$ cat src/rtl/uart_pkg.sv
// uart_pkg: shared UART FSM state encoding and bit-timing helpers (DIV = clocks per bit, HALF = DIV/2)
package uart_pkg;
  typedef enum logic [2:0] {IDLE, START, DATA, STOP, BREAK} uart_state_t;
  function automatic int calc_div(input int clkfreq, input int baud);
    return clkfreq / baud;
  endfunction
  function automatic int calc_half(input int clkfreq, input int baud);
    return calc_div(clkfreq, baud) / 2;
  endfunction
endpackage

$ cat src/rtl/uart_sync.sv
// uart_sync: 2-flop synchroniser for an async pin; in clk, rst_n (async low), d; out q (resets to RST_VAL)
module uart_sync #(
  parameter logic RST_VAL = 1'b1
) (
  input  logic clk,
  input  logic rst_n,
  input  logic d,
  output logic q
);
  logic meta;
  always_ff @(posedge clk or negedge rst_n)
    if (!rst_n) {q, meta} <= {2{RST_VAL}};
    else {q, meta} <= {meta, d};
endmodule

$ cat src/rtl/uart_rx.sv
// uart_rx: 8N1 receiver; in clk, rst_n (async low), rx; out data[7:0], valid, frame_err, busy
module uart_rx #(
  parameter int CLKFREQ = 12000000,
  parameter int BAUD    = 115200
) (
  input  logic       clk,
  input  logic       rst_n,
  input  logic       rx,
  output logic [7:0] data,
  output logic       valid,
  output logic       frame_err,
  output logic       busy
);
  import uart_pkg::*;
  localparam int DIV  = calc_div(CLKFREQ, BAUD);
  localparam int HALF = calc_half(CLKFREQ, BAUD);
  localparam int CW   = $clog2(DIV);
  if (DIV < 4) begin : g_div_chk
    $error("uart_rx: CLKFREQ/BAUD must be at least 4");
  end
  uart_state_t state, state_n;
  logic [CW-1:0] cnt, cnt_n;
  logic [2:0] bit_idx, bit_idx_n;
  logic [7:0] shift, shift_n, data_n;
  logic valid_n, frame_err_n, rx_s, bit_end;
  uart_sync #(.RST_VAL(1'b1)) u_sync (.clk(clk), .rst_n(rst_n), .d(rx), .q(rx_s));
  assign bit_end = cnt == CW'(DIV - 1);
  assign busy = state != IDLE;
  always_ff @(posedge clk or negedge rst_n)
    if (!rst_n) begin
      state     <= IDLE;
      cnt       <= '0;
      bit_idx   <= '0;
      shift     <= '0;
      data      <= '0;
      valid     <= 1'b0;
      frame_err <= 1'b0;
    end else begin
      state     <= state_n;
      cnt       <= cnt_n;
      bit_idx   <= bit_idx_n;
      shift     <= shift_n;
      data      <= data_n;
      valid     <= valid_n;
      frame_err <= frame_err_n;
    end
  always_comb begin
    state_n     = state;
    cnt_n       = '0;
    bit_idx_n   = bit_idx;
    shift_n     = shift;
    data_n      = data;
    valid_n     = 1'b0;
    frame_err_n = 1'b0;
    case (state)
      IDLE: state_n = rx_s ? IDLE : START;
      START: begin
        cnt_n = cnt + 1'b1;
        if (cnt == CW'(HALF - 1)) begin
          cnt_n     = '0;
          bit_idx_n = '0;
          state_n   = rx_s ? IDLE : DATA;
        end
      end
      DATA: begin
        cnt_n = cnt + 1'b1;
        if (bit_end) begin
          cnt_n            = '0;
          shift_n[bit_idx] = rx_s;
          bit_idx_n        = bit_idx + 3'd1;
          state_n          = bit_idx == 3'd7 ? STOP : DATA;
        end
      end
      STOP: begin
        cnt_n = cnt + 1'b1;
        if (bit_end) begin
          cnt_n       = '0;
          state_n     = rx_s ? IDLE : BREAK;
          data_n      = rx_s ? shift : data;
          valid_n     = rx_s;
          frame_err_n = !rx_s;
        end
      end
      BREAK: state_n = rx_s ? IDLE : BREAK;
      default: state_n = IDLE;
    endcase
  end
endmodule

$ cat config.mk
export PLATFORM = sky130hd
export DESIGN_NAME = uart_rx
export DESIGN_NICKNAME = d
export VERILOG_FILES = /design/src/rtl/uart_pkg.sv /design/src/rtl/uart_sync.sv /design/src/rtl/uart_rx.sv
export SDC_FILE = /design/constraint.sdc
export NUM_CORES = 1
export LEC_CHECK = 0
export CAP_MARGIN = 30
export CELL_PAD_IN_SITES_DETAIL_PLACEMENT = 0
export CELL_PAD_IN_SITES_GLOBAL_PLACEMENT = 1
export CORE_AREA = 2 2 64 66
export CTS_BUF_LIST = sky130_fd_sc_hd__clkbuf_8 sky130_fd_sc_hd__clkbuf_16
export DETAILED_ROUTE_END_ITERATION = 8
export DIE_AREA = 0 0 66 68
export PLACE_DENSITY_LB_ADDON = 0.1
export REMOVE_ABC_BUFFERS = 1
export SYNTH_ARGS = -nofsm -noshare
export SYNTH_HDL_FRONTEND = slang
export SYNTH_HIERARCHICAL = 1
export SYNTH_SLANG_ARGS = --single-unit
$ cat constraint.sdc
create_clock -name clk -period 2.3 [get_ports clk]
set_clock_uncertainty 0.2 [all_clocks]
set_input_delay 0.46 -clock clk [delete_from_list [all_inputs] [get_ports clk]]
set_output_delay 0.46 -clock clk [all_outputs]
set_load 0.03 [all_outputs]
* Word level (Yosys, flattened, before mapping)
Cells that the tools add are included.
** Word-level totals
- Flip-flop bits (word level) :: 33
- Input port bits :: 3
- Output and inout port bits :: 11
- Word-level logic and storage cells :: 54
** Cells by class
- $add $sub $neg :: 2
- Order comparisons :: 2
- Equal/unequal tests :: 10
- Mux-type cells :: 21
- Reductions and logical operators :: 10
** Operators with widths (count)
- $mux 3 :: 6
- $pmux 3 s5 :: 1
- $mux 7 :: 2
- $pmux 7 s2 :: 1
- $reduce_and 3->1 :: 3
- $bwmux 8 :: 1
- $add 7x1->7 const B :: 1
- $eq 7x6->1 const B :: 1
- $eq 7x7->1 const B :: 1
- $mux 1 :: 7
- $eq 3x2->1 const B :: 2
- $eq 3x3->1 const B :: 2
- $ne 2x2->1 const B :: 3
- $pmux 3 s2 :: 1
- $lt 3x4->1 const B :: 1
- $add 3x1->3 const B :: 1
- $demux 1 s3 :: 1
- $eq 3x1->1 const B :: 1
- $ge 3x1->1 const B :: 1
- $logic_not 3->1 :: 1
- $reduce_bool 3->1 :: 1
- $mux 2 :: 1
- $reduce_and 2->1 :: 1
- $reduce_bool 2->1 :: 1
- 3 further kinds :: 3

* Depth between registers and ports, before layout
Gate-level depths: netlist (run 1).
- Depth in word-level cells :: 5
- Gate-level depth with buffers :: 6
- Depth with buffers taken out :: 5

* Hierarchy
The synthesis (run 1) kept the hierarchy.
** By module, submodules not included
- uart_rx :: times used 1, cells each 123, area an instance 1472.7 µm², sequential area each 775.7 µm²
- uart_sync :: times used 1, cells each 2, area an instance 52.6 µm², sequential area each 52.6 µm²

* Worst setup path before layout (run 1)
No wires, ideal clock.
- Path type :: reg-to-reg
- Start point :: reg cnt[0]
- End point :: reg shift[5]
- Library setup time :: 125 ps
- Arrival :: 1980 ps
- Data required time :: 1975 ps
- Setup slack :: -5 ps
- Cell stages (with the launch flop) :: 7
- Buffers on the path :: 1
- Clock period less this slack :: 2305 ps
- Cells stage by stage :: dfrtp_1 -> ha_1 -> nand3b_4 -> or3_1 -> buf_6 -> or4_4 -> mux2_4
** Between the ends
- Word-level cells in the longest chain between the ends :: 2
** Ends and longest elaborated chain
- from (decl) :: line uart_rx.sv:22 : logic [CW-1:0] cnt, cnt_n;
- from (signal assigned) :: line uart_rx.sv:40 : cnt <= cnt_n;
- $eq 7x7->1 :: line uart_rx.sv:27 : assign bit_end = cnt == CW'(DIV - 1);
- $reduce_and 2->1 (no source line)
- to (signal assigned) :: line uart_rx.sv:42 : shift <= shift_n;
- to (decl) :: line uart_rx.sv:24 : logic [7:0] shift, shift_n, data_n;
No other way between the ends.
A chain may end at the register's enable or synchronous reset.

* Worst setup path in the final report (run 1)
- Start point :: reg cnt[1]
- End point :: reg shift[5]
The elaborated chain is that of the path after synthesis.

==> results.sh, run 1 <==
export IMPL_netlist_instances=125
export IMPL_p_sw_uw=213
export IMPL_max_cap_violations=0
export IMPL_design_internal_power_uw=937
export IMPL_firstDrtPassIters=4
export IMPL_layout_area_growth_over_synthesis_pct=25.1
export IMPL_antenna_diode_count=0
export IMPL_clk_path_buf_depth=2
export IMPL_die_y_um=68
export IMPL_multiInputGateArea_um2=673
export IMPL_p_comb_share_pct=1.5
export IMPL_worst_slew_margin_rel_pct=72.2
export IMPL_period_share_pct=96.1
export IMPL_hold_path_class="reg -> reg"
export IMPL_first_global_vias=990
export IMPL_routedWlPerCell_um=13.2
export IMPL_ys_warn_count=6
export IMPL_floorplan_initialDensity_pct=39.6
export IMPL_postSynth_topFlopCell="dfrtp_1"
export IMPL_chipWidth_um=66
export IMPL_grt_overflow_total=0
export IMPL_synth_area_leaders="dfrtp_1, mux2_2, dfstp_2"
export IMPL_fmax_mhz=453
export IMPL_timing_critical_path_cells="ha_2, nand3b_4, or3_4, or4_4, mux2_4"
export IMPL_via_count=1013
export IMPL_final_worst_slack_ns=0.0901
export IMPL_die_area_um2=4490
export IMPL_tightest_slew_ns=0.418
export IMPL_cts_htree_levels=2
export IMPL_detail_route_vias_per_cell=5.01
export IMPL_detailedPlacementHpwl_um=1840
export IMPL_drt_wl_total_um=2670
export IMPL_yosysTopAreaCellShare_pct=50.9
export IMPL_setup_violations_final=0
export IMPL_pin_count=14
export IMPL_final_hold_worst_slack_ns=0.158
export IMPL_avgSynthCellArea_um2=12.2
export IMPL_drc=0
export IMPL_data_arrival_time_at_the_worst_slack_endpoint_ns=2.18
export IMPL_ys_seq_area_share_pct=54.3
export IMPL_grt_first_pass_wirelength_um=4600
export IMPL_register_area_um2=828
export IMPL_synth_seq_cells=33
export IMPL_worst_setup_path_type="reg -> reg"
export IMPL_drive_gt1_share_pct=29.6
export IMPL_ant_nets=0
export IMPL_critical_path_slowest_cell="or4_4"
export IMPL_holdBufCountCts=0
export IMPL_synth_lib_cells_used_distinct=42
export IMPL_power_frac_seq_pct=51.1
export IMPL_filler_cell_count=368
export IMPL_largest_area_contributor_in_the_synthesized_netlist="dfrtp_1"
export IMPL_fin_nets=157
export IMPL_period_minus_slack_ns=2.21
export IMPL_grt_start_max_net_pins=34
export IMPL_netlist_top_cells_count="dfrtp_1, mux2_2, nor2_1"
export IMPL_tritoncts_num_buffers=5
export IMPL_grt_antenna_before_repair=0
export IMPL_unrepaired_setup_endpoints_after_global_routing="no"
export IMPL_timing_critical_path_from_type="flip-flop"
export IMPL_r2r_slack_ns=0.09
export IMPL_cellPowerDensity_nw_per_um2=603
export IMPL_clk_pin_slew_ns=0.06
export IMPL_coreArea_um2=3860
export IMPL_rows=23
export IMPL_ir_worst_vdd_mv=0.388
export IMPL_clock_tree_root_cell="clkbuf_8"
export IMPL_port_buffer_count=13
export IMPL_synth_enable_flop_cells=0
export IMPL_hold_viol_final=0
export IMPL_synth_cell_area_um2=1530
export IMPL_result_of_the_run="complete, no violations"
export IMPL_drt_initial_drc_count=36
export IMPL_p_sw_share_pct=18.5
export IMPL_clock_network_fraction_of_total_power_pct=47.4
export IMPL_clock_latency_of_the_later_clocked_register_in_the_worst_skew_pair_ns=0.28
export IMPL_slew_viol_final=0
export IMPL_synth_most_common_cell="dfrtp_1"
export IMPL_path_max_fanout=6
export IMPL_setup_worst_path_end_class="flip-flop"
export IMPL_post_cts_repair_setup_buffers=0
export IMPL_synth_async_sr_flop_share_pct=100
export IMPL_max_stage_delay_ns=0.50
export IMPL_cts_tree="yes"
export IMPL_worstPathRequired_ns=2.27
export IMPL_worst_slack_placed_ns=-0.0209
export IMPL_clock_sinks=33
export IMPL_place_gp_congestion=0.801
export IMPL_p_leak_uw=0.000848
export IMPL_overall_fraction_of_global_route_tracks_in_use_pct=14.0
[power groups by stage]
stage	clock (µW)	combinational, µW	sequential (µW)
floorplan	0	2.05	597
global placement	0	18.4	598
detailed placement	0	18.7	598
CTS	568	18.8	588
global route	595	20.4	588
finish	546	17.4	588
[placed cells by master (no fill, tap or decap), drive strengths merged, types with 2 or more instances in the layout]
cell type / count
dfrtp: 31
mux2: 16
clkdlybuf4s50: 12
nor2: 11
buf: 11
nand2: 10
clkbuf: 6
nor3: 5
nand3: 4
xnor2: 4
nor3b: 3
or4b: 3
ha: 3
xor2: 2
a21o: 2
nand4: 2
inv: 2
dfstp: 2
or3: 2
[cell families after synthesis]
group / Yosys count / synth area share [%]
DFF: 33 / 54.3
adders and majority gates: 3 / 2.46
muxes: 16 / 12.1
AOI/OAI and AO/OA: 13 / 6.40
buffers and inverters: 6 / 2.05
xor gates and xnor gates: 6 / 3.45
and+or+nand+nor: 48 / 19.3
[worst paths after layout]
| kind | endpoint | depth (start not counted) | from |
|---|---|---|---|
| hold / removal | u_sync/q$_DFF_PN1_ | 0 | u_sync/meta$_DFF_PN1_ |
| hold reg to reg | u_sync/q$_DFF_PN1_ | 0 | u_sync/meta$_DFF_PN1_ |
| min in group asynchronous | bit_idx[0]$_DFFE_PN0P_ | 2 | rst_n |
| max in group asynchronous | u_sync/q$_DFF_PN1_ | 2 | rst_n |
| setup reg to reg | shift[5]$_DFFE_PN0P_ | 5 | cnt[1]$_DFF_PN0_ |
| setup / recovery | shift[5]$_DFFE_PN0P_ | 5 | cnt[1]$_DFF_PN0_ |
[metal layers]
layer | vias up | routed length, µm | GRT usage, %
li1 | 507 | - | -
met1 | 484 | 1300 | 18.7
met2 | 16 | 1200 | 20.1
met3 | 6 | 108 | 5.10
met4 | 0 | 55 | 6.89
met5 | - | 0 | 0
[registers in the layout, indices dropped and copies added (netlist names)]
register     count
data             8
state            3
cnt              7
bit_idx          3
shift            8
frame_err        1
valid            1
u_sync/q         1
u_sync/meta      1
[area by class of cell]
class	count	share of cell area, %
Sequential cell	33	43.4
Clock inverter	2	1.77
Multi-Input combinational cell	86	35.3
Inverter	1	0.197
Timing Repair Buffer	24	11.7
Tap cell	50	3.28
Clock buffer	6	4.33
[metrics by stage]
stage               setup TNS [ns]  std cells  area, µm²  utilization, %  power, µW
floorplan                  -0.0203        120       1500               -        599
global placement                 0        194       1790            46.3        617
detailed placement         -0.0323        194       1790            46.3        617
CTS                              0        202       1910            49.4       1170
global route                     0        202       1910            49.5       1200
finish                           0        202       1910            49.5       1150
[critical path, delay by kind of cell (launching register included)]
family	cells	cell delay, ns
AND/OR/NAND/NOR	3	1.01
adder cells (fa/ha/maj)	1	0.22
multiplexers	1	0.30
flip-flops	1	0.38
[what timing repair did]
item / in CTS / in global routing
endpoints found under the hold margin: 0 / 0
resized for setup: 2 / 1
endpoints found under the setup margin: 3 / 1
pin swaps: 0 / 0
Power figures use the tool's default switching activity.
==> run 2: changes to the inputs <==
--- a/config.mk
+++ b/config.mk
@@ -14,6 +14,7 @@
 export DIE_AREA = 0 0 66 68
 export PLACE_DENSITY_LB_ADDON = 0.1
 export REMOVE_ABC_BUFFERS = 1
+export SLEW_MARGIN = 5
 export SYNTH_ARGS = -nofsm -noshare
 export SYNTH_HDL_FRONTEND = slang
 export SYNTH_HIERARCHICAL = 1
==> results of run 2 <==
No change in the layout: final DEF, timing and power equal those of run 1.
==> run 3: changes to the inputs <==
==> constraint.sdc (replaced) <==
create_clock -name clk -period 2.3 [get_ports clk]
set_clock_uncertainty 0.2 [all_clocks]
set_input_delay 0.345 -clock clk [delete_from_list [all_inputs] [get_ports clk]]
set_output_delay 0.345 -clock clk [all_outputs]
set_load 0.03 [all_outputs]
==> run 3 against run 2 <==
Critical path depth unchanged. Sequential power about the same. Die area stayed put. Global-route usage up 0.69 points.
==> results.sh, run 3 (synthesis results as in run 1) <==
export IMPL_result_of_the_run="complete, no violations"
export IMPL_timing_critical_path_max_delay_family="simple AND/OR/NAND/NOR gates"
export IMPL_grt_start_max_net_pins=34
export IMPL_path_max_fanout=6
export IMPL_tritoncts_num_buffers=5
export IMPL_timing_critical_path_buf_inv=0
export IMPL_detail_route_vias_per_cell=5.14
export IMPL_setup_worst_path_end_class="flip-flop"
export IMPL_die_y_um=68
export IMPL_placed_cell_area_um2=1790
export IMPL_fin_nets=158
export IMPL_hold_path_class="reg -> reg"
export IMPL_cellPowerDensity_nw_per_um2=602
export IMPL_routedWlPerCell_um=13.5
export IMPL_hold_viol_final=0
export IMPL_detailroute_wirelength_met3_um=151
export IMPL_timing_critical_path_from_type="flip-flop"
export IMPL_detailedPlacementHpwl_um=1840
export IMPL_coreArea_um2=3860
export IMPL_antenna_diode_count=0
export IMPL_layout_cell_area_non_filler_um2=1930
export IMPL_pin_count=14
export IMPL_cts_tree="yes"
export IMPL_ir_worst_vdd_mv=0.365
export IMPL_fmax_mhz=454
export IMPL_layout_cells_most_common="dfrtp_1"
export IMPL_die_area_um2=4490
export IMPL_drt_initial_drc_count=48
export IMPL_clk_pin_slew_ns=0.07
export IMPL_data_arrival_time_at_the_worst_slack_endpoint_ns=2.17
export IMPL_cts_htree_levels=2
export IMPL_rows=23
export IMPL_overall_fraction_of_global_route_tracks_in_use_pct=14.7
export IMPL_route_layer_met1_wl_um=1330
export IMPL_max_cap_violations=0
export IMPL_clk_path_buf_depth=2
export IMPL_layout_area_growth_over_synthesis_pct=26.3
export IMPL_grt_antenna_before_repair=0
export IMPL_place_gp_congestion=0.800
export IMPL_holdCritStartpoint="u_sync/meta$_DFF_PN1_"
export IMPL_ant_nets=0
export IMPL_drive_gt1_share_pct=30.7
export IMPL_worst_setup_path_type="reg -> reg"
export IMPL_topRoutingLayerUsed="met4"
export IMPL_chipWidth_um=66
export IMPL_filler_cell_count=368
export IMPL_floorplan_initialDensity_pct=39.6
export IMPL_grt_first_pass_wirelength_um=4820
export IMPL_period_share_pct=95.8
export IMPL_startpoint="cnt[1]$_DFF_PN0_"
export IMPL_drt_wl_total_um=2730
export IMPL_grt_overflow_total=0
export IMPL_worst_slack_placed_ns=-0.0216
export IMPL_worst_slew_margin_rel_pct=72.7
export IMPL_critical_path_reg2reg_startpoint="cnt[1]$_DFF_PN0_"
export IMPL_max_stage_delay_ns=0.50
export IMPL_drc=0
export IMPL_met2_wirelength_um=1190
export IMPL_critical_path_slowest_cell="or4_4"
export IMPL_first_global_vias=1026
export IMPL_firstDrtPassIters=6
export IMPL_tightest_slew_ns=0.409
export IMPL_holdBufCountCts=0
export IMPL_worstPathRequired_ns=2.27
export IMPL_timing_critical_path_cells="ha_2, nand3b_4, or3_4, or4_4, mux2_4"
export IMPL_most_common_layout_cells="dfrtp_1, mux2_2, clkdlybuf4s50_1"
export IMPL_reg_largest_list="data: 8 flops, shift: 8 flops, cnt: 7 flops"
export IMPL_port_buffer_count=13
export IMPL_setup_violations_final=0
export IMPL_clock_sinks=33
export IMPL_final_worst_slack_ns=0.0956
export IMPL_unrepaired_setup_endpoints_after_global_routing="no"
export IMPL_totalNegativeSetupSlack_ns=0
export IMPL_via_count=1043
export IMPL_period_minus_slack_ns=2.20
export IMPL_slew_viol_final=0
export IMPL_clock_tree_root_cell="clkbuf_8"
export IMPL_clock_latency_of_the_later_clocked_register_in_the_worst_skew_pair_ns=0.28
export IMPL_p_leak_uw=0.000853
==> run 3: cell count changes in the layout (fill, tap and decap cells not counted) <==
| cell | change |
|---|---|
| buf_4 | +1 |
| dlygate4sd2_1 | -1 |
| dlymetal6s2s_1 | +1 |
| nor4b_1 | -1 |
| nor4b_2 | +1 |
==> run 3: repair_timing <==
item	in CTS	in global routing
pin swaps	0	0
gates resized for setup	1	3
gates cloned	0	0
endpoints found under the hold margin	0	0
setup buffers	0	0
endpoints found under the setup margin	2	3
==> run 3: final cells by class <==
cell class                 count  area [µm²]  share of cell area (%)
clock inverter                 2        33.8                    1.75
inverter                       1        3.75                   0.195
clock buffer                   6        82.6                    4.29
tap                           50        62.6                    3.25
timing repair buffer          25         235                    12.2
sequential                    33         828                    43.0
multi-input combinational     86         679                    35.3
==> run 3: metal layers <==
layer  vias to the layer above  track usage, %
li1                        507               -
met1                       499            19.5
met2                        32            21.6
met3                         5            5.10
met4                         0            6.89
met5                         -               0
==> run 3: where the power goes <==
part	internal, µW	total (µW)	switching (µW)
sequential	584	587	3.53
clock	349	554	206
combinational	5.14	17.2	12.0
==> run 3: per-stage QoR <==
stage               total power [µW]  hold slack (ns)  util [%]  std cells
floorplan                        599           -0.151         -        120
global placement                 617            0.146      46.5        195
detailed placement               617            0.148      46.5        195
CTS                             1180            0.158      49.6        203
global route                    1210            0.166      49.9        203
finish                          1160            0.156      49.9        203
==> run 3: worst reg2reg max path: stages (launching register included) <==
cell,delay (ns)
dfrtp_1,0.37
ha_2,0.22
nand3b_4,0.09
or3_4,0.42
or4_4,0.50
mux2_4,0.30
==> run 3: path summary, 6_finish.rpt <==
path / slack, ns / to / depth (start not counted)
setup / recovery: 0.1 / shift[5]$_DFFE_PN0P_ / 5
hold / removal: 0.16 / u_sync/q$_DFF_PN1_ / 0
setup reg to reg: 0.1 / shift[5]$_DFFE_PN0P_ / 5
hold reg to reg: 0.16 / u_sync/q$_DFF_PN1_ / 0
max in group asynchronous: 1.31 / u_sync/q$_DFF_PN1_ / 2
min in group asynchronous: 0.26 / state[1]$_DFFE_PN0P_ / 2
